--- src/rtl/issue_scoreboard_pkg.sv ---
// Shared defaults and constants for the in-order issue scoreboard.
// Register count, writeback latency and the stall counter width live here.
package issue_scoreboard_pkg;

  localparam int DEF_NREG    = 4;
  localparam int DEF_REGNO_W = 2;
  localparam int DEF_WB_LAT  = 3;
  localparam int DEF_BYPASS  = 1;

  localparam int                     STALL_CNT_W   = 32;
  localparam logic [STALL_CNT_W-1:0] STALL_CNT_MAX = '1;

endpackage

--- src/rtl/issue_scoreboard_wb_pipe.sv ---
// Fixed-latency writeback pipe: a DEPTH-deep shift register of {valid, regno}.
// It advances every cycle and is never held by issue stalls.
module issue_scoreboard_wb_pipe
  import issue_scoreboard_pkg::*;
#(
  parameter int DEPTH   = DEF_WB_LAT,
  parameter int REGNO_W = DEF_REGNO_W
) (
  input  logic               clk,
  input  logic               rst,
  input  logic               in_valid,
  input  logic [REGNO_W-1:0] in_regno,
  output logic               out_valid,
  output logic [REGNO_W-1:0] out_regno
);

  logic [DEPTH-1:0]   valid_q, valid_d;
  logic [REGNO_W-1:0] regno_q [DEPTH];
  logic [REGNO_W-1:0] regno_d [DEPTH];

  // NOTE: every variable gets a value at the top of always_comb so no path leaves it unassigned (no latch).
  always_comb begin
    valid_d    = valid_q;
    regno_d    = regno_q;
    valid_d[0] = in_valid;
    regno_d[0] = in_regno;
    for (int i = 1; i < DEPTH; i++) begin
      valid_d[i] = valid_q[i-1];
      regno_d[i] = regno_q[i-1];
    end
  end

  // NOTE: state is updated with <= so every stage samples the pre-edge value of the stage before it.
  always_ff @(posedge clk or negedge rst) begin
    if (!rst) begin
      valid_q <= '0;
      // NOTE: the regno storage is reset as well, so wb_regno reads 0 after reset instead of stale data.
      for (int i = 0; i < DEPTH; i++) regno_q[i] <= '0;
    end else begin
      valid_q <= valid_d;
      regno_q <= regno_d;
    end
  end

  assign out_valid = valid_q[DEPTH-1];
  assign out_regno = regno_q[DEPTH-1];

endmodule

--- src/rtl/issue_scoreboard.sv ---
// In-order issue controller: per-register write reservations, RAW/WAW hazard stall,
// reserve/read strobes at issue and fixed-latency writeback sequencing.
module issue_scoreboard
  import issue_scoreboard_pkg::*;
#(
  parameter int NREG    = DEF_NREG,
  parameter int REGNO_W = DEF_REGNO_W,
  parameter int WB_LAT  = DEF_WB_LAT,
  parameter int BYPASS  = DEF_BYPASS
) (
  input  logic                   clk,
  input  logic                   rst,
  input  logic                   dec_valid,
  input  logic [REGNO_W-1:0]     dec_rs,
  input  logic                   dec_rs_use,
  input  logic [REGNO_W-1:0]     dec_rt,
  input  logic                   dec_rt_use,
  input  logic [REGNO_W-1:0]     dec_rd,
  input  logic                   dec_rd_we,
  input  logic                   ext_stall,
  output logic                   issue,
  output logic                   stall_insnfetch,
  output logic [NREG-1:0]        w_reserve,
  output logic [NREG-1:0]        rs_exp,
  output logic                   is_wb,
  output logic [REGNO_W-1:0]     wb_regno,
  output logic [NREG-1:0]        wb_exp,
  output logic [NREG-1:0]        reserved,
  output logic [STALL_CNT_W-1:0] stall_cnt
);

  logic [NREG-1:0]        reserved_q, reserved_d;
  logic [STALL_CNT_W-1:0] stall_cnt_q, stall_cnt_d;

  logic                   pipe_push;
  logic [REGNO_W-1:0]     pipe_regno;
  logic                   pipe_out_valid;
  logic [REGNO_W-1:0]     pipe_out_regno;

  logic [NREG-1:0]        wb_exp_c;
  logic [NREG-1:0]        hazard_vec;
  logic                   raw_c, waw_c, issue_c, stall_c;
  logic [NREG-1:0]        rs_exp_c, w_reserve_c;

  function automatic logic [NREG-1:0] onehot(input logic [REGNO_W-1:0] regno);
    onehot        = '0;
    onehot[regno] = 1'b1;
  endfunction

  always_comb begin
    wb_exp_c = pipe_out_valid ? onehot(pipe_out_regno) : '0;

    // A reservation retiring this cycle can be bypassed to the consumer.
    hazard_vec = (BYPASS != 0) ? (reserved_q & ~wb_exp_c) : reserved_q;

    raw_c   = (dec_rs_use & hazard_vec[dec_rs]) | (dec_rt_use & hazard_vec[dec_rt]);
    waw_c   = dec_rd_we & hazard_vec[dec_rd];
    issue_c = rst & dec_valid & ~raw_c & ~waw_c & ~ext_stall;
    stall_c = rst & dec_valid & ~issue_c;

    rs_exp_c = '0;
    if (issue_c) begin
      if (dec_rs_use) rs_exp_c = rs_exp_c | onehot(dec_rs);
      if (dec_rt_use) rs_exp_c = rs_exp_c | onehot(dec_rt);
    end
    w_reserve_c = (issue_c && dec_rd_we) ? onehot(dec_rd) : '0;

    pipe_push  = issue_c & dec_rd_we;
    pipe_regno = pipe_push ? dec_rd : '0;

    // Clear first, then set: a same-register re-reservation wins over its retirement.
    reserved_d = (reserved_q & ~wb_exp_c) | w_reserve_c;

    stall_cnt_d = stall_cnt_q;
    if (stall_c && (stall_cnt_q != STALL_CNT_MAX)) begin
      stall_cnt_d = stall_cnt_q + STALL_CNT_W'(1);
    end
  end

  always_ff @(posedge clk or negedge rst) begin
    if (!rst) begin
      reserved_q  <= '0;
      stall_cnt_q <= '0;
    end else begin
      reserved_q  <= reserved_d;
      stall_cnt_q <= stall_cnt_d;
    end
  end

  issue_scoreboard_wb_pipe #(
    .DEPTH   (WB_LAT),
    .REGNO_W (REGNO_W)
  ) u_wb_pipe (
    .clk       (clk),
    .rst       (rst),
    .in_valid  (pipe_push),
    .in_regno  (pipe_regno),
    .out_valid (pipe_out_valid),
    .out_regno (pipe_out_regno)
  );

  assign issue           = issue_c;
  assign stall_insnfetch = stall_c;
  assign w_reserve       = w_reserve_c;
  assign rs_exp          = rs_exp_c;
  assign is_wb           = pipe_out_valid;
  assign wb_regno        = pipe_out_regno;
  assign wb_exp          = wb_exp_c;
  assign reserved        = reserved_q;
  assign stall_cnt       = stall_cnt_q;

endmodule
--- config.mk ---
export PLATFORM = sky130hd
export DESIGN_NAME = issue_scoreboard
export DESIGN_NICKNAME = d
export VERILOG_FILES = /design/src/rtl/issue_scoreboard_pkg.sv /design/src/rtl/issue_scoreboard_wb_pipe.sv /design/src/rtl/issue_scoreboard.sv
export SDC_FILE = /design/constraint.sdc
export NUM_CORES = 1
export LEC_CHECK = 0
export BUFFER_PORTS_ARGS = -buffer_cell sky130_fd_sc_hd__buf_4
export CORE_UTILIZATION = 31
export CTS_CLUSTER_DIAMETER = 40
export DETAILED_ROUTE_END_ITERATION = 10
export PLACE_DENSITY = 0.62
export SETUP_SLACK_MARGIN = 0.15
export SLEW_MARGIN = 20
export SYNTH_ARGS = -nofsm -noshare
export SYNTH_HDL_FRONTEND = slang
export SYNTH_SLANG_ARGS = --single-unit
--- constraint.sdc ---
create_clock -name clk -period 2.45 [get_ports clk]
set_input_delay 0.1225 -clock clk [delete_from_list [all_inputs] [get_ports clk]]
set_output_delay 0.1225 -clock clk [all_outputs]
set_load 0.05 [all_outputs]
==> metrics.txt <==
wire per inst 15.67 µm; Final WS setup -0.1771 ns; CTS tree done; fmax 0.3806 GHz; adder-cell share of the synthesized area 0.5238%; largest family of logic cells by synthesized area simple AND/OR/NAND/NOR gates; die area 8060 µm²; DPL Wire Length 4395 µm; post-route insts no fill 431; Crit Path Max Fanout 6; CP cell instances buf_6, xnor2_2, a211oi_1, a311o_1, or4_4, inv_8, nand2_8, nor3_4, buf_6; Final period util 107.2%; dpl cells 395; DRT Pass-1 Iters 4; PortBufs 65; starting density of the core 32.58%; number of clock sinks 45; leak pwr 1.874 nW; CP most frequent cell buf_6; post-synthesis sequential area ratio 47.15%; DIE WIDTH 89.78 µm; arrival time at the worst endpoint 2.50 ns; unrepaired setup endpoints after global routing yes; MaxCap Viol Count 0; die height 89.78 µm; Synth-to-Final Area Change 68.15%; final setup fails 22; Post-Route WL 6755 µm; FP Rows 31; compound-cell area share of the yosys netlist 6.705%; Total GRT Usage 17.00%; Post-Layout Inst Area 4016 µm²; largest net degree at the start of global routing 47; DP Area 3465 µm²; Hold WC Path Type primary input to register; slowest cell on the critical path or4_4; mux contribution to synthesized area 1.310%; ANT nets after route 0; NumNets Final 345; commonest cells after routing, fill and taps aside 81 x buf_4, 28 x xor2_1, 24 x dfrtp_1; initial antenna violation count 0; outcome finished, violations left; Avg Cell Area, Syn 10.38 µm²; Synth cell types 47; Final Hold Viols 0; maximum vdd ir drop 0.2601 mV; clk buf depth 2; total gr overflow 0; GP Congestion 0.7812; worst slack at placement 0.02491 ns; XOR/XNOR Fraction of Synth Area 12.10%; Final Util 54.79%; Syn Inst Count 230; Fillers 624; Core Region 7331 µm²; Ports 66; worst slew pin tran 0.6095 ns; fin crit period 2.627 ns; CP Capture Type output pin; PwrDens 547.0 nW/µm²; Critical Setup Path Class register to output pin; Antenna Diode Count 0; most common cell after layout, fill and taps aside buf_4; Final Max Slew Viols 0; TritonCTS Buffers 5; fraction of the mapped netlist area in simple logic gates 28.71%; async set-or-reset flop fraction in the synthesized netlist 100.0%; Clk Latency, worst-skew pair 0.30 ns; Synth Register Bits 45; synth warn 0; Syn Nets 244; Clock Skew 0.01069 ns; clock root buffer clkbuf_8; DR iter-0 viols 50; max incr delay on CP 0.48 ns; Rel. slew slack 59.37%; Primary FF master, synth dfrtp_1; global-route wire length before repair 11070 µm; critical path required time 2.33 ns; number of global-route vias before repair 2212; Setup crit start kind register; vias per inst 4.993; Mapped Area 2389 µm²; via total after detailed routing 2152; violated checks negative setup slack; Residual DRC 0; Worst-path clk slew 0.09 ns; CTS H-tree lvls 2; EDFF count, synth 0; Final Power 0.002197 W; ratio of cells with drive above 1 in the final layout 57.53%
-- metrics by stage --
stage / hold WS (ns) / TNS, ns
floorplan: -0.1731 / -1.444
global placement: 0.2765 / 0
detailed placement: 0.2820 / 0
CTS: 0.06732 / -0.5758
global route: 0.08610 / -3.462
finish: 0.09137 / -1.456
-- per-layer routing --
metal | wire length [µm] | GRT usage (%) | vias up
met2 | 3276 | 28.40 | 54
met4 | 50 | 4.372 | 0
li1 | - | - | 1029
met3 | 281 | 4.315 | 4
met5 | 0 | 0 | -
met1 | 3146 | 21.89 | 1065
-- path summary, 6_finish.rpt --
kind	start	to	slack [ns]	cells after the start
worst max-delay path	u_wb_pipe.out_regno[1]	w_reserve[2]	-0.18	9
worst min-delay path	dec_rd[1]	reserved[0]	0.09	2
worst max register to register	u_wb_pipe.out_regno[1]	stall_cnt[5]	-0.05	11
worst min register to register	u_wb_pipe.regno_d[3]	u_wb_pipe.regno_d[1]	0.35	0
max in group asynchronous	rst	stall_cnt[26]	1.49	3
min in group asynchronous	rst	stall_cnt[4]	0.49	3
-- registers in the layout, summed over array words and instances, names as in the netlist --
signal,cells
u_wb_pipe.valid_q,3
stall_cnt,32
u_wb_pipe.regno_d,4
reserved,4
u_wb_pipe.out_regno,2
-- synth_stat cells, types with 2 or more instances --
master / instances / area, µm²
buf_1: 2 / 7.510
inv_1: 9 / 33.78
clkbuf_1: 2 / 7.510
o31ai_1: 2 / 15.01
nor4b_2: 2 / 30.03
nand2b_1: 5 / 31.28
nor2_1: 13 / 48.80
nand2_1: 16 / 60.06
dfrtp_1: 45 / 1126
buf_2: 4 / 20.02
nor3_1: 15 / 75.07
a31oi_1: 2 / 12.51
nand3b_1: 4 / 30.03
a21oi_1: 3 / 15.01
and4_1: 2 / 17.52
mux2i_1: 2 / 20.02
o21ai_0: 3 / 15.01
nand4_1: 9 / 56.30
xnor2_1: 5 / 43.79
nor4_1: 4 / 25.02
nand3_1: 16 / 80.08
and3_1: 4 / 25.02
xor2_1: 28 / 245.2
nor4_2: 9 / 112.6
a211oi_1: 2 / 15.01
-- cell type report --
type | instances | area, µm² | area share (%)
Clock buffer | 6 | 72.57 | 1.807
Clock inverter | 2 | 15.01 | 0.3738
Inverter | 10 | 51.30 | 1.277
Sequential cell | 45 | 1152 | 28.69
Multi-Input combinational cell | 166 | 1660 | 41.34
Timing Repair Buffer | 103 | 940.9 | 23.43
Tap cell | 99 | 123.9 | 3.084
-- report_power, final --
| part | internal, W | switching [W] |
|---|---|---|
| logic | 0.000267 | 0.000508 |
| clock network | 0.000202 | 0.000270 |
| registers | 0.000830 | 0.000120 |
| total | 0.00130 | 0.000898 |
-- cell families after synthesis --
group	count (synthesis)
and+or+nand+nor	109
muxes	3
adders and majority gates	1
xor gates and xnor gates	33
DFF	45
buffers and inverters	19
AOI/OAI and AO/OA	20
-- worst max-delay path, delay by kind of cell, from the launching register on --
family,cells,cell delay [ns]
simple gates,3,0.73
flops,1,0.46
compound gates,2,0.44
buf+inv,3,0.41
xor+xnor,1,0.16
-- what timing repair did --
| action | in CTS | in global routing |
|---|---|---|
| buffers inserted | 22 | 3 |
| setup endpoints to repair | 14 | 46 |
| pin swaps | 37 | 11 |
| hold buffers | 1 | 0 |
| endpoints found under the hold margin | 45 | 0 |
| gates resized for setup | 28 | 11 |
| cloned | 1 | 1 |
(Power assumes the default switching activity.)
